### config.mk
export PLATFORM = sky130hd
export DESIGN_NAME = seq_divider_flat
export DESIGN_NICKNAME = d
export VERILOG_FILES = /design/src/rtl/seq_divider_pkg.sv /design/src/rtl/seq_divider_if.sv /design/src/rtl/seq_divider_step.sv /design/src/rtl/seq_divider.sv /design/src/flat_wrapper.sv
export SDC_FILE = /design/constraint.sdc
export NUM_CORES = 1
export LEC_CHECK = 0
export CORE_MARGIN = 3
export CORE_UTILIZATION = 54
export DETAILED_ROUTE_END_ITERATION = 7
export PLACE_DENSITY = 0.88
export REMOVE_ABC_BUFFERS = 1
export SETUP_SLACK_MARGIN = 0.3
export SLEW_MARGIN = 5
export SYNTH_ARGS = -nofsm -noshare
export SYNTH_HDL_FRONTEND = slang
export SYNTH_SLANG_ARGS = --single-unit
### constraint.sdc
create_clock -name clk -period 3 [get_ports clk]
set_input_delay 0.6 -clock clk [delete_from_list [all_inputs] [get_ports clk]]
set_output_delay 0.6 -clock clk [all_outputs]
set_load 0.01 [all_outputs]
### src/rtl/seq_divider_pkg.sv
// Shared types and helpers for the sequential restoring divider.
package div_pkg;

  typedef enum logic [1:0] {
    DIV_IDLE,
    DIV_CALC,
    DIV_DONE
  } div_state_t;

  // The iteration counter must also hold the value WIDTH, which marks the fix-up cycle.
  function automatic int cnt_width(input int width);
    return $clog2(width + 1);
  endfunction

endpackage

### src/rtl/seq_divider_if.sv
// Operand/result handshake bundle for seq_divider.
interface seq_divider_if #(
  parameter int WIDTH = 16
);
  // A transfer happens on a rising edge where valid and ready are both high.
  // Once valid is high, it and its data stay stable until that transfer.
  logic             in_valid;
  logic             in_ready;
  logic [WIDTH-1:0] dividend;
  logic [WIDTH-1:0] divisor;
  logic             out_valid;
  logic             out_ready;
  logic [WIDTH-1:0] quotient;
  logic [WIDTH-1:0] remainder;
  logic             div_by_zero;

  modport master (
    output in_valid, dividend, divisor, out_ready,
    input  in_ready, out_valid, quotient, remainder, div_by_zero
  );

  modport slave (
    input  in_valid, dividend, divisor, out_ready,
    output in_ready, out_valid, quotient, remainder, div_by_zero
  );
endinterface

### src/rtl/seq_divider_step.sv
// One restoring shift-subtract iteration, purely combinational.
module div_step #(
  parameter int WIDTH = 16
) (
  input  logic [WIDTH:0]   rem_in,
  input  logic [WIDTH-1:0] divisor,
  input  logic             bit_in,
  output logic [WIDTH:0]   rem_out,
  output logic             q_bit
);
  logic [WIDTH+1:0] shifted;
  logic [WIDTH+1:0] diff;

  always_comb begin
    shifted = {rem_in, bit_in};
    diff    = shifted - {2'b00, divisor};
    q_bit   = ~diff[WIDTH+1];
    rem_out = q_bit ? diff[WIDTH:0] : shifted[WIDTH:0];
  end
endmodule

### src/rtl/seq_divider.sv
// Multi-cycle integer divider: captures operands, runs WIDTH restoring steps,
// then applies sign fix-up and holds the result until the consumer takes it.
module seq_divider
  import div_pkg::*;
#(
  parameter int WIDTH  = 16,
  parameter bit SIGNED = 1'b0
) (
  input  logic         clk,
  input  logic         reset,
  seq_divider_if.slave bus,
  output div_state_t   state
);
  localparam int CW = cnt_width(WIDTH);

  logic [CW-1:0]    cnt;
  logic [WIDTH:0]   rem_r;
  logic [WIDTH-1:0] quo_r;
  logic [WIDTH-1:0] dsr_r;
  logic             neg_q;
  logic             neg_r;
  logic             zero_r;

  logic [WIDTH:0]   step_rem;
  logic             step_bit;
  logic             a_neg;
  logic             b_neg;
  logic [WIDTH-1:0] a_abs;
  logic [WIDTH-1:0] b_abs;

  div_step #(.WIDTH(WIDTH)) u_step (
    .rem_in  (rem_r),
    .divisor (dsr_r),
    .bit_in  (quo_r[WIDTH-1]),
    .rem_out (step_rem),
    .q_bit   (step_bit)
  );

  always_comb begin
    a_neg = SIGNED && bus.dividend[WIDTH-1];
    b_neg = SIGNED && bus.divisor[WIDTH-1];
    a_abs = a_neg ? -bus.dividend : bus.dividend;
    b_abs = b_neg ? -bus.divisor  : bus.divisor;
  end

  always_ff @(posedge clk) begin
    if (reset) begin
      state           <= DIV_IDLE;
      cnt             <= '0;
      rem_r           <= '0;
      quo_r           <= '0;
      dsr_r           <= '0;
      neg_q           <= 1'b0;
      neg_r           <= 1'b0;
      zero_r          <= 1'b0;
      bus.in_ready    <= 1'b1;
      bus.out_valid   <= 1'b0;
      bus.quotient    <= '0;
      bus.remainder   <= '0;
      bus.div_by_zero <= 1'b0;
    end else begin
      case (state)
        DIV_IDLE: begin
          if (bus.in_valid) begin
            // A zero divisor keeps the raw dividend and skips straight to the fix-up cycle.
            zero_r          <= (bus.divisor == '0);
            neg_q           <= a_neg ^ b_neg;
            neg_r           <= a_neg;
            dsr_r           <= b_abs;
            rem_r           <= '0;
            quo_r           <= (bus.divisor == '0) ? bus.dividend : a_abs;
            cnt             <= (bus.divisor == '0) ? CW'(WIDTH) : '0;
            bus.div_by_zero <= 1'b0;
            bus.in_ready    <= 1'b0;
            state           <= DIV_CALC;
          end
        end
        DIV_CALC: begin
          if (cnt == CW'(WIDTH)) begin
            if (zero_r) begin
              bus.quotient    <= '1;
              bus.remainder   <= quo_r;
              bus.div_by_zero <= 1'b1;
            end else begin
              bus.quotient    <= neg_q ? -quo_r : quo_r;
              bus.remainder   <= neg_r ? -rem_r[WIDTH-1:0] : rem_r[WIDTH-1:0];
            end
            bus.out_valid <= 1'b1;
            state         <= DIV_DONE;
          end else begin
            rem_r <= step_rem;
            quo_r <= {quo_r[WIDTH-2:0], step_bit};
            cnt   <= cnt + 1'b1;
          end
        end
        DIV_DONE: begin
          if (bus.out_ready) begin
            bus.out_valid <= 1'b0;
            bus.in_ready  <= 1'b1;
            state         <= DIV_IDLE;
          end
        end
        default: state <= DIV_IDLE;
      endcase
    end
  end
endmodule

### src/flat_wrapper.sv
// flat-port wrapper written by rule: the top's interface ports become plain ports
module seq_divider_flat import div_pkg::*;
#(
  parameter int WIDTH  = 16,
  parameter bit SIGNED = 1'b0
)
  (clk, reset, state, bus_in_valid, bus_dividend, bus_divisor, bus_out_ready, bus_in_ready, bus_out_valid, bus_quotient, bus_remainder, bus_div_by_zero);
  seq_divider_if #(.WIDTH(WIDTH)) bus_i ();
  input  logic clk;
  input  logic reset;
  output div_state_t state;
  input wire logic [$bits(bus_i.in_valid)-1:0] bus_in_valid;
  input wire logic [$bits(bus_i.dividend)-1:0] bus_dividend;
  input wire logic [$bits(bus_i.divisor)-1:0] bus_divisor;
  input wire logic [$bits(bus_i.out_ready)-1:0] bus_out_ready;
  output wire logic [$bits(bus_i.in_ready)-1:0] bus_in_ready;
  output wire logic [$bits(bus_i.out_valid)-1:0] bus_out_valid;
  output wire logic [$bits(bus_i.quotient)-1:0] bus_quotient;
  output wire logic [$bits(bus_i.remainder)-1:0] bus_remainder;
  output wire logic [$bits(bus_i.div_by_zero)-1:0] bus_div_by_zero;
  assign bus_i.in_valid = bus_in_valid;
  assign bus_i.dividend = bus_dividend;
  assign bus_i.divisor = bus_divisor;
  assign bus_i.out_ready = bus_out_ready;
  assign bus_in_ready = bus_i.in_ready;
  assign bus_out_valid = bus_i.out_valid;
  assign bus_quotient = bus_i.quotient;
  assign bus_remainder = bus_i.remainder;
  assign bus_div_by_zero = bus_i.div_by_zero;
  seq_divider #(.WIDTH(WIDTH), .SIGNED(SIGNED)) u_core (.clk(clk), .reset(reset), .bus(bus_i), .state(state));
endmodule
Yosys cells after proc, flatten, opt, wreduce, memory -nomap -nowiden
Index checks and enable logic that the tools add are counted.
{"block": "word_totals", "ff_bits": 92, "input_bits": 36, "out_inout_bits": 37, "word_cells": 60}
{"block": "classes", "addsub": 2, "eq_ne": 8, "n_mux": 26, "bitwise_logic": 1, "n_reduce_logical": 12}
{"op": "2-to-1 mux 16 bit", "n": 4}
{"op": "2-to-1 mux 17 bit", "n": 3}
{"op": "one-hot mux 17 bit (2 select lines)", "n": 1}
{"op": "one-hot mux 16 bit (2 select lines)", "n": 1}
{"op": "subtractor 18 x 16 -> 18 bit", "n": 1}
{"op": "logical NOT 16 bit", "n": 1}
{"op": "2-to-1 mux 5 bit", "n": 3}
{"op": "AND reduction 3 bit", "n": 4}
{"op": "one-hot mux 5 bit (2 select lines)", "n": 1}
{"op": "2-to-1 mux 1 bit", "n": 6}
{"op": "2-to-1 mux 2 bit", "n": 3}
{"op": "!= test 2 bit, second input constant", "n": 3}
{"op": "one-hot mux 1 bit (2 select lines)", "n": 3}
{"op": "one-hot mux 2 bit (3 select lines)", "n": 1}
{"op": "nonzero test 2 bit", "n": 3}
{"op": "adder 5 x 1 -> 5 bit, second input constant", "n": 1}
{"op": "equality test 5 bit, second input constant", "n": 1}
{"op": "!= test 2 x 1 -> 1 bit, second input constant", "n": 2}
{"op": "AND reduction 2 bit", "n": 2}
{"op": "AND reduction 4 bit", "n": 1}
{"op": "equality test 2 x 1 -> 1 bit, second input constant", "n": 1}
{"op": "equality test 2 bit, second input constant", "n": 1}
{"op": "logical NOT 2 bit", "n": 1}
{"op": "NOT 1 bit", "n": 1}

Depth between registers and ports, before layout
{"block": "depth", "depth_word": 4, "depth_mapped": 10, "depth_no_buf": 9}

Hierarchy
From an unflattened synthesis, not the netlist that was laid out.
{"block": "hier_totals", "hier_cells": 596, "area_unflattened_um2": 4961.0}
{"mod": "seq_divider", "instances": 1, "cells_each": 448, "area_per_inst_um2": 3809.9, "seq_area_each_um2": 1841.8}
{"mod": "div_step", "instances": 1, "cells_each": 148, "area_per_inst_um2": 1151.1, "seq_area_each_um2": 0.0}

Least setup slack after synthesis
Ideal clock, no wire load.
{"block": "synth_path", "kind": "flip-flop to flip-flop", "startpoint": "register u_core.dsr_r[7]", "endpoint": "register u_core.rem_r[15]", "setup_time_ps": 122, "arrival_ps": 2254, "required_ps": 2878, "path_slack_ps": 625, "stages_incl_launch_ff": 11, "path_buffers": 2, "synth_period_minus_slack_ps": 2375, "path_cell_list": "dfxtp_1 > inv_1 > ha_1 > buf_6 > and3_4 > a31o_1 > o31a_1 > o21ai_2 > nand2_4 > buf_6 > a221o_1"}
{"block": "synth_between", "elab_chain_len": 4}
{"element": "start: declaration", "line": "seq_divider.sv:19", "source": "logic [WIDTH-1:0] dsr_r;"}
{"element": "start signal: assignment", "line": "seq_divider.sv:69", "source": "dsr_r <= b_abs;"}
{"element": "subtractor 18 x 16 -> 18 bit", "line": "seq_divider_step.sv:16", "source": "diff = shifted - {2'b00, divisor};"}
{"element": "2-to-1 mux 17 bit", "line": "seq_divider_step.sv:18", "source": "rem_out = q_bit ? diff[WIDTH:0] : shifted[WIDTH:0];"}
{"element": "2-to-1 mux 17 bit", "line": "seq_divider.sv:79", "source": "if (cnt == CW'(WIDTH)) begin"}
{"element": "one-hot mux 17 bit (2 select lines)", "line": "seq_divider.sv:62", "source": "case (state)"}
{"element": "end signal: assignment", "line": "seq_divider.sv:91", "source": "rem_r <= step_rem;"}
{"element": "end: declaration", "line": "seq_divider.sv:17", "source": "logic [WIDTH:0] rem_r;"}
No other way between the ends. The select of a mux whose other input is x is not followed.
A chain may end at the register's enable or synchronous reset.

Worst setup path after layout
{"block": "layout_path", "startpoint": "register u_core.dsr_r[6]", "endpoint": "register u_core.rem_r[2]"}
The elaborated chain is that of the path after synthesis.

==> flow_metrics.env <==
export IMPL_drv_cap=0
export IMPL_initial_utilization=0.5686
export IMPL_synth_seq_cells=92
export IMPL_numCtsBuffers=9
export IMPL_pwr_density_cell_nw_per_um2=773.2
export IMPL_power_frac_comb=0.478
export IMPL_fin_crit_ps=2575
export IMPL_clock_root_buffer="sky130_fd_sc_hd__clkbuf_8"
export IMPL_drt_first_iter_violations=445
export IMPL_result_of_the_run="finished clean"
export IMPL_grt_use_total=0.2610
export IMPL_power_clock_fraction=0.190
export IMPL_setup_total_negative_slack_ps=0
export IMPL_dpl_instance_area_um2=5560
export IMPL_crit_path_cell_trace="inv_1 > ha_1 > nand3_1 > a2111oi_2 > o31a_1 > nor2_4 > mux2i_4 > buf_12 > a221o_1"
export IMPL_postSynthCellCount=589
export IMPL_clock_skew_final_ps=9.597
export IMPL_synth_area_per_cell_um2=8.091
export IMPL_r2r_worst_path_cells=9
export IMPL_fin_crit_sh=0.8583
export IMPL_synth_seq_area_share=0.3865
export IMPL_power_ir_vdd_worst_uv=392.2
export IMPL_worstPathMaxFanout=16
export IMPL_drtAntennaViolNets=0
export IMPL_timing_rr_end="u_core.rem_r[2]$_SDFFE_PP0P_"
export IMPL_grt_pass1_vias=4416
export IMPL_drcViolationCount=0
export IMPL_netlist_area_before_placement_um2=4766
export IMPL_clkSlewWorstSetupHoldPaths_ps=90
export IMPL_yosys_most_used_dff="sky130_fd_sc_hd__dfxtp_1"
export IMPL_cellInternalPower_mw=2.652
export IMPL_clock_insertion_delay_worst_skew_ps=370
export IMPL_port_buffers=72
export IMPL_globalRouteOverflowTotal=0
export IMPL_achievable_frequency_mhz=388.4
export IMPL_min_path_type="reg2reg"
export IMPL_signed_area_change_from_the_synthesized_netlist_to_the_final_layout_pct=21.63
export IMPL_report_final_setup_viol=0
export IMPL_finish_instance_area_um2=5797
export IMPL_worstSetupEndpointType="flop"
export IMPL_cts_hold_buf=0
export IMPL_crit_path_max_incr_delay_ps=410
export IMPL_relSlewSlack=0.4571
export IMPL_layout_cells_most_common_list="sky130_fd_sc_hd__dfxtp_1, sky130_fd_sc_hd__nand2_1, sky130_fd_sc_hd__clkdlybuf4s50_1"
export IMPL_tritoncts_num_sinks=92
export IMPL_flop_pwr_share=0.333
export IMPL_reg2reg_from="u_core.dsr_r[6]$_SDFFE_PP0P_"
export IMPL_clk_path_buf_depth=2
export IMPL_cts_tree="built"
export IMPL_total_vias_in_the_final_route=4708
export IMPL_place_congestion=1.035
export IMPL_cts_htree_levels=3
export IMPL_floorplan_io_pins=73
export IMPL_tightest_slew_ps=803.4
export IMPL_critPathArrivalTime_ps=2830
export IMPL_final_common_cell="sky130_fd_sc_hd__dfxtp_1"
export IMPL_nets=706
export IMPL_drt_pre_antenna_iters=5
export IMPL_cpMaxStageDelayCell="sky130_fd_sc_hd__ha_1"
export IMPL_final_layout_size_suffix_gt1_frac=0.06718
export IMPL_synth_warnings=0
export IMPL_vias_per_cell=6.195
export IMPL_die_height_um=99.95
export IMPL_startpoint_type="flop"
export IMPL_die_width_um=99.95
export IMPL_synth_edf_count=0
export IMPL_synth_async_reset_ratio=0
export IMPL_p_switching_mw=1.830
export IMPL_grt_antenna_before_repair=0
export IMPL_cp_required_ps=3260
export IMPL_detailedPlacementHpwl_um=9232
export IMPL_min_path_cells=2
export IMPL_netSwitchingFraction=0.4083
export IMPL_wirelength_um=12920
export IMPL_rsz0062_at_grt="no"
export IMPL_grt_start_max_net_pins=49
export IMPL_wl_per_cell_um=17.00
export IMPL_final_hold_violation_count=0
export IMPL_post_synth_num_cell_types=59
export IMPL_die_area_um2=9989
export IMPL_kind_of_critical_path="reg2reg"
export IMPL_core_area_um2=8382
export IMPL_timing_hold_worst_endpoint="u_core.dsr_r[13]$_SDFFE_PP0P_"
export IMPL_worstHoldStart="u_core.dsr_r[13]$_SDFFE_PP0P_"
export IMPL_critical_path_startpoint="u_core.dsr_r[6]$_SDFFE_PP0P_"
export IMPL_floorplan_rows=33
export IMPL_cellLeakagePower_nw=2.121
export IMPL_maxSlewViolCount=0
export IMPL_regToRegSetupSlack_ps=430
export IMPL_insertedDiodeCount=0
export IMPL_first_pass_grt_wire_length_um=21180
==> per-layer routing <==
layer	global-route usage	up-vias	part of all wire
li1	-	2234	-
met1	0.3328	2239	0.42
met2	0.4443	197	0.49
met3	0.03961	38	0.062
met4	0.1008	0	0.028
met5	0	-	0
==> through the flow <==
stage	hold slack (ps)	std cells	utilization	setup WS (ps)	total power, mW
after detailed placement	453.0	743	0.6634	118.3	3.508
after global routing	484.9	760	0.6916	299.5	4.733
after floorplan	430.3	553	-	327.8	2.989
final	463.1	760	0.6916	425.1	4.482
after CTS	465.6	758	0.6880	400.2	4.389
after global placement	443.9	743	0.6634	193.3	3.426
==> registers in the layout, summed over array words and instances (netlist names) <==
name	count
u_core.bus.in_ready	1
u_core.bus.quotient	16
u_core.cnt	5
u_core.quo_r	16
u_core.bus.div_by_zero	1
u_core.rem_r	17
u_core.bus.remainder	16
u_core.bus.out_valid	1
u_core.dsr_r	16
u_core.zero_r	1
u_core.state	2
==> worst max path at each step <==
stage / to / cells past startpoint
after floorplan: u_core.bus.remainder[0]$_SDFFE_PP0P_ / 4
after global placement: u_core.quo_r[15]$_SDFFE_PP0P_ / 7
after detailed placement: u_core.quo_r[15]$_SDFFE_PP0P_ / 7
after CTS: u_core.rem_r[0]$_SDFFE_PP0P_ / 8
after global routing: u_core.rem_r[9]$_SDFFE_PP0P_ / 9
final: u_core.rem_r[2]$_SDFFE_PP0P_ / 9
==> synthesized netlist by cell type (all sizes together) (3+ instances only) <==
library cell	instances	area [µm²]
a21oi	44	220.2
o21a	3	22.52
a311oi	11	96.34
clkbuf	29	108.9
a221o	16	160.2
mux2i	18	183.9
nor2	68	262.8
nand2	75	289.0
nor4	8	50.05
buf	7	48.79
o211ai	5	37.54
a22oi	5	37.54
o21ai	12	67.56
dfxtp	92	1842
nor3	45	225.2
xor2	6	52.55
nor2b	4	25.02
and2	14	87.58
ha	18	225.2
a211oi	18	135.1
inv	28	105.1
xnor2	5	43.79
nand4	6	37.54
nand2b	7	43.79
and3	4	30.03
nand3	10	50.05
==> power by group through the flow <==
stage          clock network, mW  logic [mW]  registers [mW]
6_report                   0.850        2.14            1.49
5_1_grt                    0.905        2.32            1.50
2_1_floorplan                  0        1.53            1.46
3_5_place_dp                   0        2.00            1.51
4_1_cts                    0.859        2.05            1.48
3_3_place_gp                   0        1.92            1.50
==> cells by family (layout without fill, tap and decap cells) <==
family                   Yosys count  count (layout)  synth area share
AO/OA/AOI/OAI                    132             132            0.1964
XOR/XNOR                          11              11           0.02021
adder cells (fa/ha/maj)           19              19           0.05146
buffers and inverters             64             130           0.05513
flip-flops                        92              92            0.3865
multiplexers                      18              18           0.03859
AND/OR/NAND/NOR                  253             253            0.2518
==> what timing repair did <==
item,in CTS,in global routing
gates resized for setup,1,1
setup buffers,0,2
gates cloned,0,0
setup endpoints to repair,16,6
pin swaps,0,1
==> final cells by class <==
cell class              instances  area (µm²)
clock buffers                   9       123.9
clock inverters                 6       73.82
fillers                       691        2585
inverters                      28       105.1
multi-input cells             433        2680
flip-flops and latches         92        1842
well taps                     105       131.4
repair buffers                 87       840.8
==> worst max-delay path, delay by kind of cell, from the launching register on <==
kind                       cells  cell delay [ps]
AOI/OAI and AO/OA              3             1020
adders and majority gates      1              410
buffers and inverters          2              210
DFF                            1              340
muxes                          1              200
and+or+nand+nor                2              310
Note: power is estimated with default switching activity, not from simulation.
==> patch 1 (config.mk and constraints unchanged) <==
`SIGNED` is set to 1'b0 in 2 places; all go to 1'b1.
--- a/src/rtl/seq_divider.sv
+++ b/src/rtl/seq_divider.sv
@@ -4,7 +4,7 @@
   import div_pkg::*;
 #(
   parameter int WIDTH  = 16,
-  parameter bit SIGNED = 1'b0
+  parameter bit SIGNED = 1'b1
 ) (
   input  logic         clk,
   input  logic         reset,
--- a/src/flat_wrapper.sv
+++ b/src/flat_wrapper.sv
@@ -2,7 +2,7 @@
 module seq_divider_flat import div_pkg::*;
 #(
   parameter int WIDTH  = 16,
-  parameter bit SIGNED = 1'b0
+  parameter bit SIGNED = 1'b1
 )
   (clk, reset, state, bus_in_valid, bus_dividend, bus_divisor, bus_out_ready, bus_in_ready, bus_out_valid, bus_quotient, bus_remainder, bus_div_by_zero);
   seq_divider_if #(.WIDTH(WIDTH)) bus_i ();
Function: no difference found for any inputs over 10 cycles, from zero or initial values and one cycle with reset high; that may be too few to reach the edited logic, so the function may still have changed.
==> patch 1 against the original RTL <==
Non-clock buffer count rose by 9; worst setup slack improved by 0.026 ns; final area rose by 21%; first-iteration DRC count fell by 13%; routed wire length rose by 13%; sequential cell count rose by 2; power fell by 14%; synthesized area rose by 23%; via count rose by 22%; critical path depth did not move; maximum frequency rose by 1.0%; count of clock-buffer cells in the layout rose by 1; critical path type is now input port to flop.
==> patch 1: results (changes against the original RTL) <==
| Metric | Value |
|---|---|
| Adder-cell share of the synthesized area | 0.0502 (-0.00122) |
| WP data arrival | 2.86 ns (+0.03 ns) |
| Vias in the first global route | 5347 (+21%) |
| Worst-path fanout max | 6 (-10) |
| Placed cells | 961 (+29%) |
| Reg2reg end | u_core.rem_r[14] |
| Combinational fraction of design power | 0.404 (-0.074) |
| Mux share of post-synthesis cell area | 0.0324 (-0.00624) |
| Mean area per synthesized cell | 7.58 sq um (-6.3%) |
| DP Area | 6770 sq um (+22%) |
| Iter 0 DRT Violations | 386 (-13%) |
| Final #Nets | 896 (+27%) |
| CP delay by family, top | simple AND/OR/NAND/NOR gates |
| Outcome | finished clean |
| Largest net degree at the start of global routing | 45 (-8.2%) |
| Sequential-to-total area share from yosys stat | 0.320 (-0.0663) |
| XOR/XNOR Fraction of Synth Area | 0.104 (+0.0841) |
| Fmax | 0.392 GHz (+1.0%) |
| Max incr delay on CP | 0.58 ns (+0.17 ns) |
| Worst Hold Path EP | u_core.bus.remainder[5] |
| Setup crit end | u_core.quo_r[5] |
| Avg WL per Cell | 15.0 um (-12%) |
| First-pass GRT wire length | 24600 um (+16%) |
| Synth area leaders | dfxtp_1 (32%), nand2_1 (7.3%), xnor2_1 (6.1%) |
| Leak Pwr | 2.55 nW (+20%) |
| Post-synthesis compound-gate area fraction | 0.203 (+0.00626) |
| Vias per inst | 5.87 (-5.2%) |
| Final HPWL DP | 10700 um (+16%) |
| Worst Skew | 0.0199 ns (+0.0103 ns) |
| Netlist cell types | 56 (-5.1%) |
| Worst r2r src | u_core.quo_r[15] |
| Seq. pwr | 0.00145 W (-3%) |
| Crit path launch | bus_divisor[5] |
| Layout cells sized above 1 | 0.0748 (+0.00765) |
| Crit-path slowest cell | or4_1 |
| R2R cell count | 12 (+3) |
| Synth cell count leaders | nand2_1 (115), dfxtp_1 (94), nor2_1 (73) |
==> patch 1: cell types whose count changed after synthesis, sizes merged, moves of 8 or more <==
cell / delta
a311oi: -11
nand3: +8
clkbuf: +8
o21ai: +32
xor2: +23
xnor2: +36
o31ai: +12
inv: +9
and2: -12
a21oi: +9
a221o: -16
nand2: +40
==> patch 1: area by class of cell <==
type	instances	area, sq um
Clock buffer	10	128
Clock inverter	6	68.8
Fill cell	896	3460
Inverter	37	139
Multi-Input combinational cell	599	3700
Sequential cell	94	1890
Tap cell	136	170
Timing Repair Buffer	96	908
==> patch 1: layer usage <==
metal  up-vias  global-route usage  routed length, um
li1       2836                   -                  -
met1      2684               0.335               6720
met2       187               0.413               6810
met3        38              0.0390                736
met4         0              0.0827                391
met5         -                   0                  0
==> patch 1: repair_timing <==
item,4_1_cts,5_1_grt
hold buffers,0,0
resized for setup,0,10
setup endpoints to repair,0,16
buffers inserted,0,1
==> patch 2 (config.mk and constraints unchanged) <==
Without the edit above. Reset style: asynchronous (`reset`), changed in one clocked block.
--- a/src/rtl/seq_divider.sv
+++ b/src/rtl/seq_divider.sv
@@ -43,7 +43,7 @@
     b_abs = b_neg ? -bus.divisor  : bus.divisor;
   end
 
-  always_ff @(posedge clk) begin
+  always_ff @(posedge clk or posedge reset) begin
     if (reset) begin
       state           <= DIV_IDLE;
       cnt             <= '0;
Function: differs if reset is asserted again (counterexample within 4 cycles, from zero or initial values and one cycle with reset high); with reset held inactive, the same outputs for 10 cycles.
==> patch 2 against the original RTL <==
Cell count is 2.1% lower; first-iteration DRC count is 42% lower; final area is 4.3% higher; hold slack better by 0.021 ns; synthesized cell count is 3.2% lower; via count is 8.4% lower; routed wire length is 8.0% lower; synthesized area is 4.3% higher; critical path depth is 1 higher; worst setup slack worse by 0.050 ns; sequential cell count stayed put; critical path type unchanged; critical endpoint is now u_core.rem_r[10].
Power is not compared: it rests on default switching activity, and its combinational part moved more than twofold at a synthesized area within 25%.
==> patch 2: results (changes against the original RTL) <==
| Metric | Value |
|---|---|
| Max incr delay on CP | 0.42 ns |
| Postcts setup bufs | 0 (unchanged) |
| Final HPWL DP | 8580 um (-7.0%) |
| Rel. slew slack | 0.404 (-0.0529) |
| Clock latency on the worst-skew pair | 0.37 ns (about the same) |
| WP data arrival | 2.86 ns (+0.03 ns) |
| Clk slew on worst S/H paths | 0.10 ns |
| Diodes inserted | 0 (unchanged) |
| Fillers | 691 (unchanged) |
| First-pass GRT wire length | 19800 um (-6.4%) |
| Depth of the CTS H-tree | 3 (unchanged) |
| Synth cell count leaders | nand2_1 (116), dfrtp_1 (91), o21ai_0 (60) |
| Max VDD drop | approximately 0.50 mV |
| Root Buffer | clkbuf_8 |
| Cts hold-fix bufs | 0 (unchanged) |
| Final #Nets | 686 (-2.8%) |
| Sequential-to-total area share from yosys stat | 0.463 (+0.0768) |
| Layout cells sized above 1 | 0.0755 (+0.00830) |
| Avg WL per Cell | 16.0 um (-6.1%) |
| Outcome | finished clean |
| Crit-path slowest cell | dfrtp_1 |
| CP startpoint kind | flop |
| Total Routing Usage GR | 0.240 (-0.0214) |
| Drt pass-1 iters | 8 (+3) |
| CTS buffer count | 9 (unchanged) |
| HP Class | flop to flop |
| Initial antenna violation count | 0 (unchanged) |
| IO buf count | 72 (unchanged) |
| Asr flop ratio synth | 1.00 (+1.00) |
| Largest net degree at the start of global routing | 66 (+35%) |
| Largest Register | u_core.rem_r |
| Via Count | 4314 (-8.4%) |
| Maximum clock path buffer count | 2 (unchanged) |
| Iter 0 DRT Violations | 258 (-42%) |
| Worst r2r src | u_core.quo_r[15] |
| Synth area leaders | dfrtp_1 (46%), nand2_1 (8.8%), o21ai_0 (6.0%) |
| Hold Startpoint | u_core.bus.remainder[2] |
| Ys Warns | 0 (unchanged) |
| Netlist cell types | 56 (-5.1%) |
| RD Place Congestion | 0.949 (-8.3%) |
| Leak Pwr | 2.64 nW |
| Worst Skew | 0.0129 ns (+0.00331 ns) |
| Vias in the first global route | 4045 (-8.4%) |
| CP delay by family, top | compound AO/OA/AOI/OAI gates |
| Worst-path fanout max | 5 (-11) |
patch 2: cell type report:
class / instances / share of cell area
flip-flops and latches: 92 / 0.381
well taps: 108 / 0.0224
multi-input cells: 418 / 0.410
clock inverters: 6 / 0.0116
clock buffers: 10 / 0.0228
repair buffers: 84 / 0.136
inverters: 26 / 0.0163
patch 2: worst reg2reg max path, cell delays in order (launching register included):
cell      delay [ns]
dfrtp_1         0.42
inv_1           0.06
ha_1            0.22
fa_1            0.42
nor2b_2         0.17
o2111a_1        0.22
nor3_1          0.11
or2_2           0.33
a31o_2          0.24
o21ai_1         0.21
o21ai_1         0.10
patch 2: what timing repair did:
item | CTS | global route
setup endpoints to repair | 1 | 15
pin swaps | 0 | 0
resized for setup | 1 | 5
patch 2: per-layer routing:
| metal | part of all wire | wire (um) | global-route usage |
|---|---|---|---|
| met1 | 0.45 | 5350 | 0.340 |
| met2 | 0.47 | 5640 | 0.380 |
| met3 | 0.054 | 646 | 0.0375 |
| met4 | 0.021 | 247 | 0.0797 |
| met5 | 0 | 0 | 0 |
patch 2: path summary, 6_finish.rpt:
check | end | slack, ns | depth (start not counted)
min in group asynchronous | u_core.bus.quotient[3] | 0.63 | 2
min reg2reg | u_core.bus.remainder[2] | 0.48 | 2
max reg2reg | u_core.rem_r[10] | 0.37 | 10
min | u_core.bus.remainder[2] | 0.48 | 2
max | u_core.rem_r[10] | 0.37 | 10
max in group asynchronous | u_core.bus.in_ready | 1.66 | 3
patch 2: cells by family (layout without fill, tap and decap cells):
group	count (synthesis)	in the layout	synth area share
AO/OA/AOI/OAI	135	135	0.170
XOR/XNOR	14	14	0.0277
adder cells (fa/ha/maj)	19	19	0.0493
buffers and inverters	60	126	0.0468
flip-flops	92	92	0.463
multiplexers	20	20	0.0403
AND/OR/NAND/NOR	230	230	0.203
patch 2: per-stage QoR:
| step | setup WS (ns) | hold WS (ns) | instances | cell area (sq um) |
|---|---|---|---|---|
| finish | 0.375 | 0.484 | 744 | 6050 |
| global route | 0.272 | 0.505 | 744 | 6050 |
| CTS | 0.331 | 0.490 | 744 | 6020 |
| detailed placement | 0.251 | 0.470 | 728 | 5810 |
| global placement | 0.427 | 0.462 | 728 | 5810 |
| floorplan | -0.431 | 0.448 | 536 | 4840 |
patch 2: power breakdown:
group	leakage (nW)	switching (W)	internal, W	total, W
clock network	0.101	0.000470	0.000415	0.000885
logic	1.38	0.00259	0.00201	0.00460
registers	1.17	0.000489	0.00180	0.00229
total	2.64	0.00355	0.00423	0.00778
